==> src/rtl/cpu_pkg.sv <==
// Shared CPU definitions: datapath width, jump-field bit positions and
// the PC stage state encoding.
package cpu_pkg;

  localparam int PC_W   = 16;
  localparam int JMP_LT = 2;
  localparam int JMP_EQ = 1;
  localparam int JMP_GT = 0;

  typedef enum logic {
    ST_RUN    = 1'b0,
    ST_HALTED = 1'b1
  } state_e;

endpackage

==> src/rtl/jump_cond.sv <==
// Hack C-instruction jump condition: resolves the j-bits against the
// zero/negative flags of the current ALU result.
module jump_cond
  import cpu_pkg::*;
(
  input  logic       zr_i,
  input  logic       ng_i,
  input  logic       is_c_i,
  input  logic [2:0] jmp_i,
  output logic       take_o
);

  logic pos;

  assign pos    = ~ng_i & ~zr_i;
  assign take_o = is_c_i & ((jmp_i[JMP_LT] & ng_i) |
                            (jmp_i[JMP_EQ] & zr_i) |
                            (jmp_i[JMP_GT] & pos));

endmodule

==> src/rtl/or8way.sv <==
// 8-input OR reduction from the Hack gate library.
module or8way (
  input  logic [7:0] in_i,
  output logic       out_o
);

  assign out_o = |in_i;

endmodule

==> src/rtl/pc_jump_unit.sv <==
// Program counter with jump resolution and self-loop halt detection.
// Only WIDTH=16 is supported: zero detect is built from two or8way slices.
module pc_jump_unit
  import cpu_pkg::*;
#(
  parameter int          WIDTH        = 16,
  parameter logic [15:0] RESET_VECTOR = 16'h0000,
  parameter int          HALT_COUNT   = 4
) (
  input  logic             clk,
  input  logic             rst_n,
  input  logic             ce,
  input  logic [WIDTH-1:0] alu_out,
  input  logic             is_c,
  input  logic [2:0]       jmp,
  input  logic [WIDTH-1:0] a_reg,
  input  logic             resume,
  output logic [WIDTH-1:0] pc,
  output logic             zr_q,
  output logic             ng_q,
  output logic             jump_taken,
  output logic             halted
);

  localparam int CNT_W = (HALT_COUNT < 1) ? 1 : $clog2(HALT_COUNT + 1);
  localparam bit HALT_EN = (HALT_COUNT > 0);
  localparam logic [CNT_W-1:0] CNT_LAST = CNT_W'((HALT_COUNT > 0) ? HALT_COUNT - 1 : 0);

  state_e           state_q, state_d;
  logic [WIDTH-1:0] pc_q, pc_d;
  logic             zr_d, ng_d;
  logic             jt_q, jt_d;
  logic [CNT_W-1:0] cnt_q, cnt_d;

  logic or_lo, or_hi, zr, ng, take, self_jmp;

  or8way u_or_lo (.in_i(alu_out[7:0]),  .out_o(or_lo));
  or8way u_or_hi (.in_i(alu_out[15:8]), .out_o(or_hi));

  assign zr = ~(or_lo | or_hi);
  assign ng = alu_out[WIDTH-1];

  jump_cond u_jump_cond (
    .zr_i   (zr),
    .ng_i   (ng),
    .is_c_i (is_c),
    .jmp_i  (jmp),
    .take_o (take)
  );

  assign self_jmp = take & (a_reg == pc_q);

  always_comb begin
    state_d = state_q;
    pc_d    = pc_q;
    zr_d    = zr_q;
    ng_d    = ng_q;
    jt_d    = 1'b0;
    cnt_d   = cnt_q;
    case (state_q)
      ST_RUN: begin
        if (ce) begin
          pc_d = take ? a_reg : pc_q + WIDTH'(1);
          jt_d = take;
          if (is_c) begin
            zr_d = zr;
            ng_d = ng;
          end
          if (HALT_EN) begin
            // The halting edge still lands pc on a_reg, which is pc itself.
            if (self_jmp && cnt_q == CNT_LAST) begin
              state_d = ST_HALTED;
              cnt_d   = '0;
              jt_d    = 1'b0;
            end else if (self_jmp) begin
              cnt_d = cnt_q + CNT_W'(1);
            end else begin
              cnt_d = '0;
            end
          end
        end
      end
      ST_HALTED: begin
        if (resume) begin
          state_d = ST_RUN;
          cnt_d   = '0;
        end
      end
      default: state_d = ST_RUN;
    endcase
  end

  always_ff @(posedge clk or negedge rst_n) begin
    if (!rst_n) begin
      state_q <= ST_RUN;
      pc_q    <= RESET_VECTOR;
      zr_q    <= 1'b0;
      ng_q    <= 1'b0;
      jt_q    <= 1'b0;
      cnt_q   <= '0;
    end else begin
      state_q <= state_d;
      pc_q    <= pc_d;
      zr_q    <= zr_d;
      ng_q    <= ng_d;
      jt_q    <= jt_d;
      cnt_q   <= cnt_d;
    end
  end

  assign pc         = pc_q;
  assign jump_taken = jt_q;
  assign halted     = (state_q == ST_HALTED);

endmodule

==> config.mk <==
export PLATFORM = sky130hd
export DESIGN_NAME = pc_jump_unit
export DESIGN_NICKNAME = d
export VERILOG_FILES = /design/src/rtl/cpu_pkg.sv /design/src/rtl/jump_cond.sv /design/src/rtl/or8way.sv /design/src/rtl/pc_jump_unit.sv
export SDC_FILE = /design/constraint.sdc
export NUM_CORES = 1
export LEC_CHECK = 0
export CORE_UTILIZATION = 49
export DETAILED_ROUTE_END_ITERATION = 8
export PLACE_DENSITY = 0.91
export SETUP_SLACK_MARGIN = 0.4
export SYNTH_ARGS = -nofsm -noshare
export SYNTH_HDL_FRONTEND = slang
export SYNTH_HIERARCHICAL = 1
export SYNTH_SLANG_ARGS = --single-unit
==> constraint.sdc <==
create_clock -name clk -period 2.8 [get_ports clk]
set_input_delay 0.28 -clock clk [delete_from_list [all_inputs] [get_ports clk]]
set_output_delay 0.28 -clock clk [all_outputs]
set_load 0.005 [all_outputs]
==> impl_metrics.env <==
export IMPL_status="finished, final reports clean"
export IMPL_cts_path_max_buffers=2
export IMPL_finalHoldViolations=0
export IMPL_ant_nets=0
export IMPL_synthFlopType="dfrtp_1"
export IMPL_tightestPinTransition_ns=0.647
export IMPL_rows=20
export IMPL_ys_async_sr_fraction_pct=100
export IMPL_syn_num_nets=239
export IMPL_nFillCells=246
export IMPL_p_per_area_mw_per_mm2=510
export IMPL_grtUsageTotal_pct=26.6
export IMPL_ys_seq_elements=23
export IMPL_synth_cell_types=43
export IMPL_grt_max_degree=24
export IMPL_synth_compound_area_share_pct=16.3
export IMPL_period_share_pct=80.1
export IMPL_synth_warning_count=6
export IMPL_syn_to_final_growth_pct=38.5
export IMPL_timing_rr_start="pc[0]"
export IMPL_synth_edf_count=0
export IMPL_setup_viol=0
export IMPL_htreeDepth=1
export IMPL_cts_root_buf="clkbuf_4"
export IMPL_clock_sinks=23
export IMPL_total_power_uw=1200
export IMPL_crit_required_ns=3.00
export IMPL_p_leak_uw=0.000910
export IMPL_maxSlewHeadroom_pct=56.9
export IMPL_final_layout_size_suffix_gt1_share_pct=7.23
export IMPL_reg2reg_depth=5
export IMPL_syn_area_mm2=0.00169
export IMPL_hold_class="input pin to async pin"
export IMPL_die_h_um=60.8
export IMPL_critPathArrivalTime_ns=2.45
export IMPL_muxShareOfSynthArea_pct=6.80
export IMPL_port_buffer_count=59
export IMPL_grt_pass1_vias=1618
export IMPL_core_area_mm2=0.00315
export IMPL_synth_top_family_by_area="simple AND/OR/NAND/NOR gates"
export IMPL_antenna_diode_count=0
export IMPL_cp_start_kind="input pin"
export IMPL_die_w_um=60.8
export IMPL_first_pass_iters=4
export IMPL_die_area_mm2=0.00369
export IMPL_cts_inserted_buffers=3
export IMPL_synthSimpleGateAreaFrac_pct=27.5
export IMPL_place_gp_congestion=0.828
export IMPL_layout_common_cells="59 x clkdlybuf4s50_1, 23 x dfrtp_1, 15 x nand2_1, 13 x xor2_1, 13 x a21oi_1"
export IMPL_avgSynthCellArea_um2=8.64
export IMPL_synthXorXnorAreaFrac_pct=6.73
export IMPL_hpwl_mm=3.38
export IMPL_drcViolationCount=0
export IMPL_worst_setup_path_type="input pin to flip-flop"
export IMPL_grt_remaining_overflow=0
export IMPL_crit_path_end_kind="flip-flop"
export IMPL_max_freq_mhz=446
export IMPL_finalCriticalPeriod_ns=2.24
export IMPL_syn_inst=196
export IMPL_maxCapViolCount=0
export IMPL_reg2reg_setup_slack_ns=1.02
export IMPL_ios=60
export IMPL_clk_pin_slew_ns=0.13
export IMPL_peakVddDrop_mv=0.318
export IMPL_r2r_end="pc[6]"
export IMPL_wl_mm=4.41
export IMPL_setup_tns_ns=0
export IMPL_viasPerCell=5.84
export IMPL_synthAdderAreaFrac_pct=2.22
export IMPL_vias=1710
export IMPL_final_common_cell="clkdlybuf4s50_1"
export IMPL_first_iter_violations=125
export IMPL_cts_tree="done"
export IMPL_grt_pass1_wl_mm=7.34
export IMPL_clock_latency_ns=0.31
export IMPL_wl_per_cell_um=15.1
export IMPL_skew_ns=0.00834
export IMPL_crit_path_max_fanout=19
export IMPL_start_util_pct=53.7
export IMPL_final_nets=293
export IMPL_finalMaxSlewViolations=0
export IMPL_antenna_found_initial=0
export IMPL_yosysSeqAreaShare_pct=34.0
export IMPL_rsz0062_at_grt="no"
synthesized netlist by cell type (2+ instances only):
library cell,instances,area share [%]
dfrtp_1,23,34
nand2_1,15,3.3
a21oi_1,13,3.8
xor2_1,13,6.7
nand4_1,12,4.4
buf_2,9,2.7
nor2_1,9,2.0
inv_1,8,1.8
nor3_1,8,2.4
nor4_1,8,3.0
o22ai_1,8,3.0
mux2i_1,7,4.1
nand3_1,7,2.1
o21ai_0,7,2.1
and3_1,4,1.5
mux2_2,4,2.7
a221o_1,3,1.8
clkbuf_1,3,0.67
ha_1,3,2.2
nand2b_1,3,1.1
a21o_1,2,0.89
a22oi_1,2,0.89
and2_1,2,0.74
nor2b_1,2,0.74
or3_1,2,0.74
or4_1,2,0.89
layer usage:
| metal | up-vias | wire, um | track usage [%] |
|---|---|---|---|
| li1 | 837 | - | - |
| met1 | 809 | 1970 | 38.3 |
| met2 | 60 | 2160 | 42.7 |
| met3 | 4 | 252 | 3.41 |
| met4 | 0 | 28 | 6.17 |
| met5 | - | 0 | 0 |
state kept, by name, indices dropped and copies added (netlist names):
register    cells
ng_q            1
cnt_q           3
pc             16
zr_q            1
jump_taken      1
halted          1
timing repair:
action | 4_1_cts | 5_1_grt
hold endpoints to repair | 0 | 0
hold buffers | 0 | 0
resized for setup | 0 | 4
buffers inserted | 0 | 0
endpoints found under the setup margin | 0 | 10
cell families after synthesis:
logic type | count (synthesis)
flops | 23
compound gates | 43
xor+xnor | 13
mux | 11
buf+inv | 23
fa+ha+maj | 3
simple gates | 80
worst max path at each step:
stage | start | to | slack [ns] | cells after the start
floorplan | alu_out[9] | pc[3] | 0.96 | 9
global placement | alu_out[15] | jump_taken | 0.20 | 10
detailed placement | alu_out[15] | jump_taken | 0.18 | 10
CTS | alu_out[15] | jump_taken | 0.50 | 10
global route | alu_out[15] | jump_taken | 0.35 | 10
finish | alu_out[15] | jump_taken | 0.56 | 10
power breakdown:
group          total, uW  switching, uW  internal (uW)
clock                153           97.0           55.5
sequential           541            151            390
combinational        503            210            293
total               1200            458            738
per-stage QoR:
| step | hold WS, ns | instances | setup WS, ns | area, um^2 | util [%] |
|---|---|---|---|---|---|
| final | 0.311 | 293 | 0.557 | 2340 | 74.4 |
| after global routing | 0.336 | 293 | 0.354 | 2340 | 74.4 |
| after CTS | 0.309 | 293 | 0.503 | 2330 | 74.0 |
| after detailed placement | 0.471 | 289 | 0.178 | 2310 | 73.1 |
| after global placement | 0.467 | 289 | 0.200 | 2310 | 73.1 |
| after floorplan | -0.0156 | 196 | 0.957 | 1690 | - |
worst max-delay path, stage by stage:
cell and delay (ns):
clkdlybuf4s50_1 0.48, nor4_2 0.29, nand2_1 0.09, nor2_2 0.14
a22oi_1 0.10, a21boi_2 0.22, buf_12 0.17, o2111a_1 0.20
nand4_1 0.22, o21a_1 0.25
layout make-up:
class	instances	area, um^2	share of cell area [%]
Clock buffer	4	26.3	1.12
Inverter	9	33.8	1.44
Multi-Input combinational cell	150	1020	43.5
Sequential cell	23	576	24.5
Tap cell	44	55.1	2.35
Timing Repair Buffer	63	633	27.0
No activity file was read; power rests on OpenSTA's default activity.
